$ cat src/rtl/fetch_pkg.sv
// ---------------------------------------------------------------------------
// fetch_pkg
// Shared types and constants for the instruction fetch engine:
//   fetch_state_e    - fetch FSM state encoding (REQ / RESP / DRAIN)
//   INSTR_WIDTH      - width of one instruction word (32 bits)
//   READ_MEMORY_TAG  - bus request tag for a memory read:
//                      {read bit = 1, type = 4'b0001}. The top module
//                      zero-extends it to the bus tag width.
// ---------------------------------------------------------------------------
package fetch_pkg;

  typedef enum logic [1:0] {
    ST_REQ   = 2'd0,
    ST_RESP  = 2'd1,
    ST_DRAIN = 2'd2
  } fetch_state_e;

  localparam int INSTR_WIDTH = 32;

  localparam logic       TAG_READ_BIT      = 1'b1;
  localparam logic [3:0] TAG_TYPE_MEMORY   = 4'b0001;
  localparam int         READ_TAG_BITS     = 5;
  localparam logic [READ_TAG_BITS-1:0] READ_MEMORY_TAG = {TAG_READ_BIT, TAG_TYPE_MEMORY};

endpackage

$ cat src/rtl/fetch_line_buf.sv
// ---------------------------------------------------------------------------
// fetch_line_buf
// Holds one cache line as LINE_BEATS rows of BUS_DATA_WIDTH bits.
//   clk      in   clock
//   wr_en    in   write one beat this cycle
//   wr_beat  in   beat slot to write
//   wr_data  in   beat data (little-endian: low bits = low address)
//   rd_addr  in   32-bit word index within the line for the NEXT cycle
//   rd_word  out  registered 32-bit word at rd_addr (one-cycle latency)
// A write to the row being read is forwarded, so the last beat of a fill
// can be presented as an instruction the very next cycle.
// ---------------------------------------------------------------------------
module fetch_line_buf
  import fetch_pkg::*;
#(
  parameter int BUS_DATA_WIDTH = 64,
  parameter int LINE_BEATS     = 8
) (
  input  logic                                            clk,
  input  logic                                            wr_en,
  input  logic [$clog2(LINE_BEATS)-1:0]                   wr_beat,
  input  logic [BUS_DATA_WIDTH-1:0]                       wr_data,
  input  logic [$clog2(LINE_BEATS*BUS_DATA_WIDTH/32)-1:0] rd_addr,
  output logic [INSTR_WIDTH-1:0]                          rd_word
);

  localparam int BEAT_W         = $clog2(LINE_BEATS);
  localparam int WORD_IDX_W     = $clog2(LINE_BEATS*BUS_DATA_WIDTH/32);
  localparam int WORDS_PER_BEAT = BUS_DATA_WIDTH / INSTR_WIDTH;
  localparam int SEL_SHIFT      = $clog2(WORDS_PER_BEAT);
  localparam int SEL_W          = (WORDS_PER_BEAT > 1) ? SEL_SHIFT : 1;

  logic [BUS_DATA_WIDTH-1:0] mem [LINE_BEATS];

  logic [BEAT_W-1:0]         rd_beat;
  logic [SEL_W-1:0]          rd_sel;
  logic [BUS_DATA_WIDTH-1:0] rd_row;
  logic [INSTR_WIDTH-1:0]    row_words [WORDS_PER_BEAT];
  logic [INSTR_WIDTH-1:0]    rd_word_d, rd_word_q;

  assign rd_beat = BEAT_W'(rd_addr >> SEL_SHIFT);
  assign rd_sel  = SEL_W'(rd_addr & WORD_IDX_W'(WORDS_PER_BEAT - 1));

  // Forward the beat being written when it is the row being read.
  assign rd_row = (wr_en && (wr_beat == rd_beat)) ? wr_data : mem[rd_beat];

  for (genvar gi = 0; gi < WORDS_PER_BEAT; gi++) begin : g_word_split
    assign row_words[gi] = rd_row[gi*INSTR_WIDTH +: INSTR_WIDTH];
  end

  always_comb begin
    rd_word_d = row_words[rd_sel];
  end

  always_ff @(posedge clk) begin
    if (wr_en) begin
      mem[wr_beat] <= wr_data;
    end
    rd_word_q <= rd_word_d;
  end

  assign rd_word = rd_word_q;

endmodule

$ cat src/rtl/fetch_engine.sv
// ---------------------------------------------------------------------------
// fetch_engine
// Sequential instruction fetch: requests the line holding pc, collects
// LINE_BEATS response beats into a line buffer, then streams 32-bit
// instructions until pc leaves the line or a redirect arrives.
//   clk, reset                 clock, synchronous active-high reset
//   entry                      first fetch address (sampled during reset)
//   redirect_valid/_pc         one-cycle fetch redirect
//   bus_reqcyc/req/reqtag/ack  line read request (line-aligned address)
//   bus_respcyc/resp/resptag   response beats; bus_respack acknowledges
//   out_valid/ready/pc/instr   instruction stream
// ---------------------------------------------------------------------------
module fetch_engine
  import fetch_pkg::*;
#(
  parameter int BUS_DATA_WIDTH = 64,
  parameter int BUS_TAG_WIDTH  = 13,
  parameter int LINE_BEATS     = 8
) (
  input  logic                      clk,
  input  logic                      reset,
  input  logic [63:0]               entry,
  input  logic                      redirect_valid,
  input  logic [63:0]               redirect_pc,
  output logic                      bus_reqcyc,
  output logic [BUS_DATA_WIDTH-1:0] bus_req,
  output logic [BUS_TAG_WIDTH-1:0]  bus_reqtag,
  input  logic                      bus_reqack,
  input  logic                      bus_respcyc,
  input  logic [BUS_DATA_WIDTH-1:0] bus_resp,
  input  logic [BUS_TAG_WIDTH-1:0]  bus_resptag,
  output logic                      bus_respack,
  output logic                      out_valid,
  input  logic                      out_ready,
  output logic [63:0]               out_pc,
  output logic [INSTR_WIDTH-1:0]    out_instr
);

  localparam int LINE_BYTES = LINE_BEATS * BUS_DATA_WIDTH / 8;
  localparam int OFF_W      = $clog2(LINE_BYTES);
  localparam int BEAT_W     = $clog2(LINE_BEATS);

  fetch_state_e      state_q, state_d;
  logic [63:0]       pc_q, pc_d;
  logic [BEAT_W-1:0] beat_cnt_q, beat_cnt_d;
  logic              discard_q, discard_d;

  logic [63:0]       pc_plus4;
  logic [63:0]       line_addr;
  logic              last_beat;
  logic              leaves_line;
  logic              beat_accept;

  // Response tags are not matched: only one request is ever outstanding.
  logic unused_resptag;
  assign unused_resptag = ^bus_resptag;

  assign pc_plus4    = pc_q + 64'd4;
  assign line_addr   = {pc_q[63:OFF_W], {OFF_W{1'b0}}};
  assign last_beat   = (beat_cnt_q == BEAT_W'(LINE_BEATS - 1));
  assign leaves_line = (pc_plus4[OFF_W-1:0] == '0);
  assign beat_accept = (state_q == ST_RESP) && bus_respcyc && !reset;

  always_comb begin
    state_d    = state_q;
    pc_d       = pc_q;
    beat_cnt_d = beat_cnt_q;
    discard_d  = discard_q;
    case (state_q)
      ST_REQ: begin
        if (bus_reqack) begin
          state_d = ST_RESP;
        end
        // A redirect after the request was acked must still sink that fill.
        if (redirect_valid) begin
          pc_d = redirect_pc;
          if (bus_reqack) begin
            discard_d = 1'b1;
          end
        end
      end
      ST_RESP: begin
        if (redirect_valid) begin
          pc_d      = redirect_pc;
          discard_d = 1'b1;
        end
        if (bus_respcyc) begin
          beat_cnt_d = beat_cnt_q + 1'b1;
          if (last_beat) begin
            state_d   = (discard_q || redirect_valid) ? ST_REQ : ST_DRAIN;
            discard_d = 1'b0;
          end
        end
      end
      ST_DRAIN: begin
        // Redirect wins over a same-cycle output handshake.
        if (redirect_valid) begin
          pc_d    = redirect_pc;
          state_d = ST_REQ;
        end else if (out_ready) begin
          pc_d = pc_plus4;
          if (leaves_line) begin
            state_d = ST_REQ;
          end
        end
      end
      default: begin
        state_d = ST_REQ;
      end
    endcase
  end

  always_ff @(posedge clk) begin
    if (reset) begin
      state_q    <= ST_REQ;
      pc_q       <= entry;
      beat_cnt_q <= '0;
      discard_q  <= 1'b0;
    end else begin
      state_q    <= state_d;
      pc_q       <= pc_d;
      beat_cnt_q <= beat_cnt_d;
      discard_q  <= discard_d;
    end
  end

  // The buffer is addressed with next-cycle pc so the registered word lines
  // up with pc_q, including the cycle right after the final beat.
  fetch_line_buf #(
    .BUS_DATA_WIDTH (BUS_DATA_WIDTH),
    .LINE_BEATS     (LINE_BEATS)
  ) u_line_buf (
    .clk     (clk),
    .wr_en   (beat_accept),
    .wr_beat (beat_cnt_q),
    .wr_data (bus_resp),
    .rd_addr (pc_d[OFF_W-1:2]),
    .rd_word (out_instr)
  );

  if (BUS_DATA_WIDTH > 64) begin : g_req_wide
    assign bus_req = {{(BUS_DATA_WIDTH-64){1'b0}}, line_addr};
  end else if (BUS_DATA_WIDTH == 64) begin : g_req_exact
    assign bus_req = line_addr;
  end else begin : g_req_narrow
    assign bus_req = line_addr[BUS_DATA_WIDTH-1:0];
  end

  assign bus_reqtag  = {{(BUS_TAG_WIDTH-READ_TAG_BITS){1'b0}}, READ_MEMORY_TAG};
  assign bus_reqcyc  = (state_q == ST_REQ) && !reset;
  assign bus_respack = beat_accept;
  assign out_valid   = (state_q == ST_DRAIN) && !reset;
  assign out_pc      = pc_q;

endmodule

$ cat config.mk
export PLATFORM = sky130hd
export DESIGN_NAME = fetch_engine
export DESIGN_NICKNAME = d
export VERILOG_FILES = /design/src/rtl/fetch_pkg.sv /design/src/rtl/fetch_line_buf.sv /design/src/rtl/fetch_engine.sv
export SDC_FILE = /design/constraint.sdc
export NUM_CORES = 1
export LEC_CHECK = 0
export CAP_MARGIN = 5
export CORE_ASPECT_RATIO = 0.9
export CORE_MARGIN = 1.5
export CORE_UTILIZATION = 50
export DETAILED_ROUTE_END_ITERATION = 8
export GPL_ROUTABILITY_DRIVEN = 0
export MAX_ROUTING_LAYER = met4
export PLACE_DENSITY = 0.84
export SLEW_MARGIN = 20
export SYNTH_ARGS = -nofsm -noshare
export SYNTH_HDL_FRONTEND = slang
export SYNTH_SLANG_ARGS = --single-unit
$ cat constraint.sdc
create_clock -name clk -period 22.2 [get_ports clk]
set_input_delay 5.55 -clock clk [delete_from_list [all_inputs] [get_ports clk]]
set_output_delay 5.55 -clock clk [all_outputs]
set_load 0.1 [all_outputs]
* Word-level counts from Yosys, hierarchy flattened
Memories as Yosys holds them, arrays and structs flattened.
Cells that the tools add are included.
** Operators by class
- $add $sub $neg :: 2
- $lt $le $gt $ge :: 1
- Equality and inequality tests :: 12
- Multiplexer cells :: 25
- Bitwise logic cells :: 1
- Reduce and logical (&&, ||, !) cells :: 16
** Operator list (number)
- $mux 64 :: 5
- $pmux 64 s2 :: 1
- $mux 32 :: 3
- $add 64x3->64 const B :: 1
- $mux 2 :: 7
- $ne 2x2->1 const B :: 4
- $mux 1 :: 7
- $logic_not 6->1 :: 1
- $ne 3x3->1 const B :: 2
- $pmux 2 s3 :: 1
- $reduce_and 3->1 :: 2
- $logic_and 1x1->1 :: 5
- $reduce_and 5->1 :: 1
- $ne 4x4->1 const B :: 1
- $add 3x1->3 const B :: 1
- $eq 3x3->1 :: 1
- $eq 3x3->1 const B :: 1
- $ne 3x1->1 const B :: 1
- $reduce_bool 3->1 :: 1
- $eq 2x1->1 const B :: 1
- $eq 2x2->1 const B :: 1
- $ge 2x2->1 const B :: 1
- $logic_not 2->1 :: 1
- $not 1->2 :: 1
- other kinds (6) :: 6
** Storage, ports and cells
- Register bits :: 102
- Memory bits (writable) :: 512
- Input port bits :: 211
- Logic and storage cells :: 64
- Memories kept :: 1
** Memories
- u_line_buf.mem :: words 8, bits a word 64, read ports 1, clocked after memory_dff 0, wr ports 1, RTL line fetch_line_buf.sv:33 : logic [BUS_DATA_WIDTH-1:0] mem [LINE_BEATS];

* Longest topological paths before layout
- Depth after elaboration :: 10
- Gate-level depth with buffers :: 12
- Depth with buffers taken out :: 8

* Cells and area by module
From an unflattened synthesis, not the netlist that was laid out.
** Second synthesis, totals
- Cells, all modules :: 1704
- Area total of the unflattened synthesis :: 26447.9 um2
** By module, submodules not included
- fetch_line_buf :: times used 1, cells an instance 1101, area each 21079.0 um2
- fetch_engine :: times used 1, cells an instance 603, area each 5368.9 um2

* Worst setup path after synthesis
Ideal clock, no wire load.
- Path type :: input -> output
- Start point :: input port reset
- End point :: output port bus_reqcyc
- Arrival time :: 7980 ps
- Slack :: 8670 ps
- Cell stages on the path :: 3
- Cells stage by stage :: clkbuf_1 -> buf_1 -> nor3_1
** On the way
- Word-level cells in the longest chain between the ends :: 2
** RTL lines
- from (decl) :: RTL line fetch_engine.sv:21 : input logic reset,
- $logic_not 1->1 :: RTL line fetch_engine.sv:150 : assign bus_reqcyc = (state_q == ST_REQ) && !reset;
- $logic_and 1x1->1 :: RTL line fetch_engine.sv:150
- to (decl) :: RTL line fetch_engine.sv:25 : output logic bus_reqcyc,
No other way between the ends.

* Final worst setup path
- Start point :: input port reset
- End point :: output port bus_respack
** On the way
- Word-level cells in the longest chain between the ends :: 2
** RTL lines
- $logic_not 1->1 :: RTL line fetch_engine.sv:62 : assign beat_accept = (state_q == ST_RESP) && bus_respcyc && !reset;
- $logic_and 1x1->1 :: RTL line fetch_engine.sv:62
- to (decl) :: RTL line fetch_engine.sv:32 : output logic bus_respack,
No other way between the ends.

==> metrics <==
TritonRoute pass-1 iters 5; I/O pin count 387; Core ar. roughly 0.052 mm^2; leak pwr approximately 11 nW; wire per inst ~24 um; Seq/Total Area, Yosys 0.690; clock slew at reported path FFs 0.06 ns; die height around 220 um; Post-synth EDFFs about 570; final worst-path cycle share 0.603; final hold viol count 0; Slew Viols, Final 0; starting density of the core 0.506; IO Port Bufs 354; critical path type in -> out; initial DRC count 1901; kind of cell adding the most delay to the critical path buffers and inverters; Synth Instances 2044; crit path from reset; Comb power frac 0.204; Post-CTS Resized 0; DP HPWL 41.7 mm; clk_skew 0.0252 ns; crit path max-delay cell type clkdlybuf4s50_1; endpoint class of the critical path output pin; setup TNS 0 ns; final net count 2511; cts hold-fix bufs 0; maximum buffer depth of the clock tree 3; top post-synthesis cells by area edfxtp_1 66%, nand2_1 6.3%, dfxtp_1 3.2%; worst min path class reg -> reg; largest stage delay on the critical path roughly 1.0 ns; GRT overflow 0; Top FF cell, synth edfxtp_1; critical path depth 4; endpoints failing setup 0; fmax 74.7 MHz; Avg Cell Area, Syn 12.8 um^2; share of the synthesized area in the top cell type 0.658; largest net degree at the start of global routing 91; worst r2r src state_q[1]$_SDFFE_PP0P_; CP required 16.65 ns; initial antenna violation count 13; num rows 79; Clock Tree Root clkbuf_16; die area 0.0536 mm^2; worst vdd ir 0.0803 mV; CTS tree built; switching part of the total 0.308; Slew HR 0.237; Pint 2.02 mW; CP endpoint bus_respack; crit start category input port; WP buf/inv 3; Fill cells 3754; most frequent cells in the layout 572 x edfxtp_1, 437 x nand2_1, 352 x clkdlybuf4s50_1, 147 x nand3_1, 94 x o21ai_0; Yosys warnings 0; Yosys top cell by area edfxtp_1; sw power ~0.9 mW; Post-CTS Setup Inserts 0; CP cell instances buf_2 -> buf_4 -> nor2_1 -> clkdlybuf4s50_1; Netlist cell types 58; global-route wire length before repair about 110 mm; GRT Resource Usage Total 0.272; Synth Cell Area 0.0261 mm^2; TritonCTS Buffers 59; Final Power 2.92 mW; pwr dens 92.0 mW/mm^2; worst hold stages 1; Die X 244 um; clock sink count 614; Clock power frac 0.341; max_cap viols 0; number of global-route vias before repair 18200; critical path arrival 7.83 ns; Worst Reg-to-Reg Cells 9; clock latency on the worst-skew pair approximately 0.62 ns; RSZ-0062 raised after global routing false; Area Growth Syn to Fin 21.5%; worst reg2reg setup slack ~17 ns; FF-to-FF End u_line_buf.rd_word[21]$_DFF_P_; critical-path maximum fanout 46; Seq pwr share 0.455; vias per cell 6.02; Seq cells post-synth 614; worst slew pin tran 1.14 ns; Routed WL 72.1 mm; H-tree Lvls 2; layout cell share with drive strength beyond 1 0.0635; FFs w/ async S/R, synth 0; final hold slack 0.536 ns; number of remaining DRC errors 0; commonest non-fill, non-tap cell in the layout edfxtp_1; Vias 18300; status complete, no violations; minimum clock period 13.38 ns; Antenna Nets Post-Route 0
## cell type report
class | instances | area (um^2) | share of cell area
timing repair buffer | 383 | 3780 | 0.119
clock inverter | 28 | 263 | 0.00828
multi-input combinational | 1228 | 7080 | 0.223
tap | 688 | 861 | 0.0271
antenna | 11 | 27.5 | 0.000868
inverter | 10 | 37.5 | 0.00118
sequential | 614 | 18000 | 0.568
clock buffer | 84 | 1660 | 0.0524
## routing by layer
metal / up-vias / GRT usage / wire (um)
met1: 8975 / 0.315 / 26600
li1: 8104 / - / -
met5: - / - / 0
met3: 185 / 0.0544 / 6550
met2: 1059 / 0.461 / 36200
met4: 0 / 0.125 / 2730
## metrics by stage
step | instances | area (um^2) | utilization | setup WS, ns
finish | 3046 | 31700 | 0.615 | 8.82
global route | 3046 | 31700 | 0.615 | 8.73
CTS | 3035 | 31700 | 0.614 | 8.85
detailed placement | 2923 | 29800 | 0.577 | 8.85
global placement | 2922 | 29700 | 0.576 | 8.88
floorplan | 2061 | 26200 | - | 8.67
## worst min-delay path by stage
| stage | start | to |
|---|---|---|
| 6_report | discard_q$_SDFFE_PP0P_ | discard_q$_SDFFE_PP0P_ |
| 5_1_grt | discard_q$_SDFFE_PP0P_ | discard_q$_SDFFE_PP0P_ |
| 4_1_cts | discard_q$_SDFFE_PP0P_ | discard_q$_SDFFE_PP0P_ |
| 3_5_place_dp | discard_q$_SDFFE_PP0P_ | discard_q$_SDFFE_PP0P_ |
| 3_3_place_gp | discard_q$_SDFFE_PP0P_ | discard_q$_SDFFE_PP0P_ |
| 2_1_floorplan | discard_q$_SDFFE_PP0P_ | discard_q$_SDFFE_PP0P_ |
## registers in the layout (all words and copies together) (netlist names)
register	count
discard_q	1
u_line_buf.rd_word	32
state_q	2
out_pc	64
u_line_buf.mem	512
beat_cnt_q	3
## cells by family (layout without fill, tap and decap cells)
family / count (synthesis) / count (layout) / share of synthesized area
AO/OA/AOI/OAI: 339 / 339 / 0.0903
multiplexers: 69 / 69 / 0.0266
AND/OR/NAND/NOR: 735 / 735 / 0.123
buffers and inverters: 219 / 505 / 0.0465
XOR/XNOR: 62 / 62 / 0.0208
adder cells (fa/ha/maj): 4 / 4 / 0.00192
other: 2 / 30 / 0.000288
flip-flops: 614 / 614 / 0.690
## power groups by stage
stage	Combinational, mW	Clock (mW)	Sequential (mW)
after CTS	0.594	1.01	1.33
after global placement	0.583	0	1.35
after floorplan	0.248	0	1.53
final	0.595	0.996	1.33
after global routing	0.617	1.05	1.33
after detailed placement	0.591	0	1.35
## Yosys cell counts, types with 20 or more instances
master,number
a32oi_1,64
a31oi_1,65
dfxtp_1,42
edfxtp_1,572
nor2_1,63
buf_4,87
o21ai_0,95
o32ai_1,32
clkbuf_1,63
buf_2,52
a22oi_1,56
nand3_1,147
xnor2_1,42
nand2_1,437
mux2i_1,66
xor2_1,20
No activity file was read; power rests on OpenSTA's default activity.
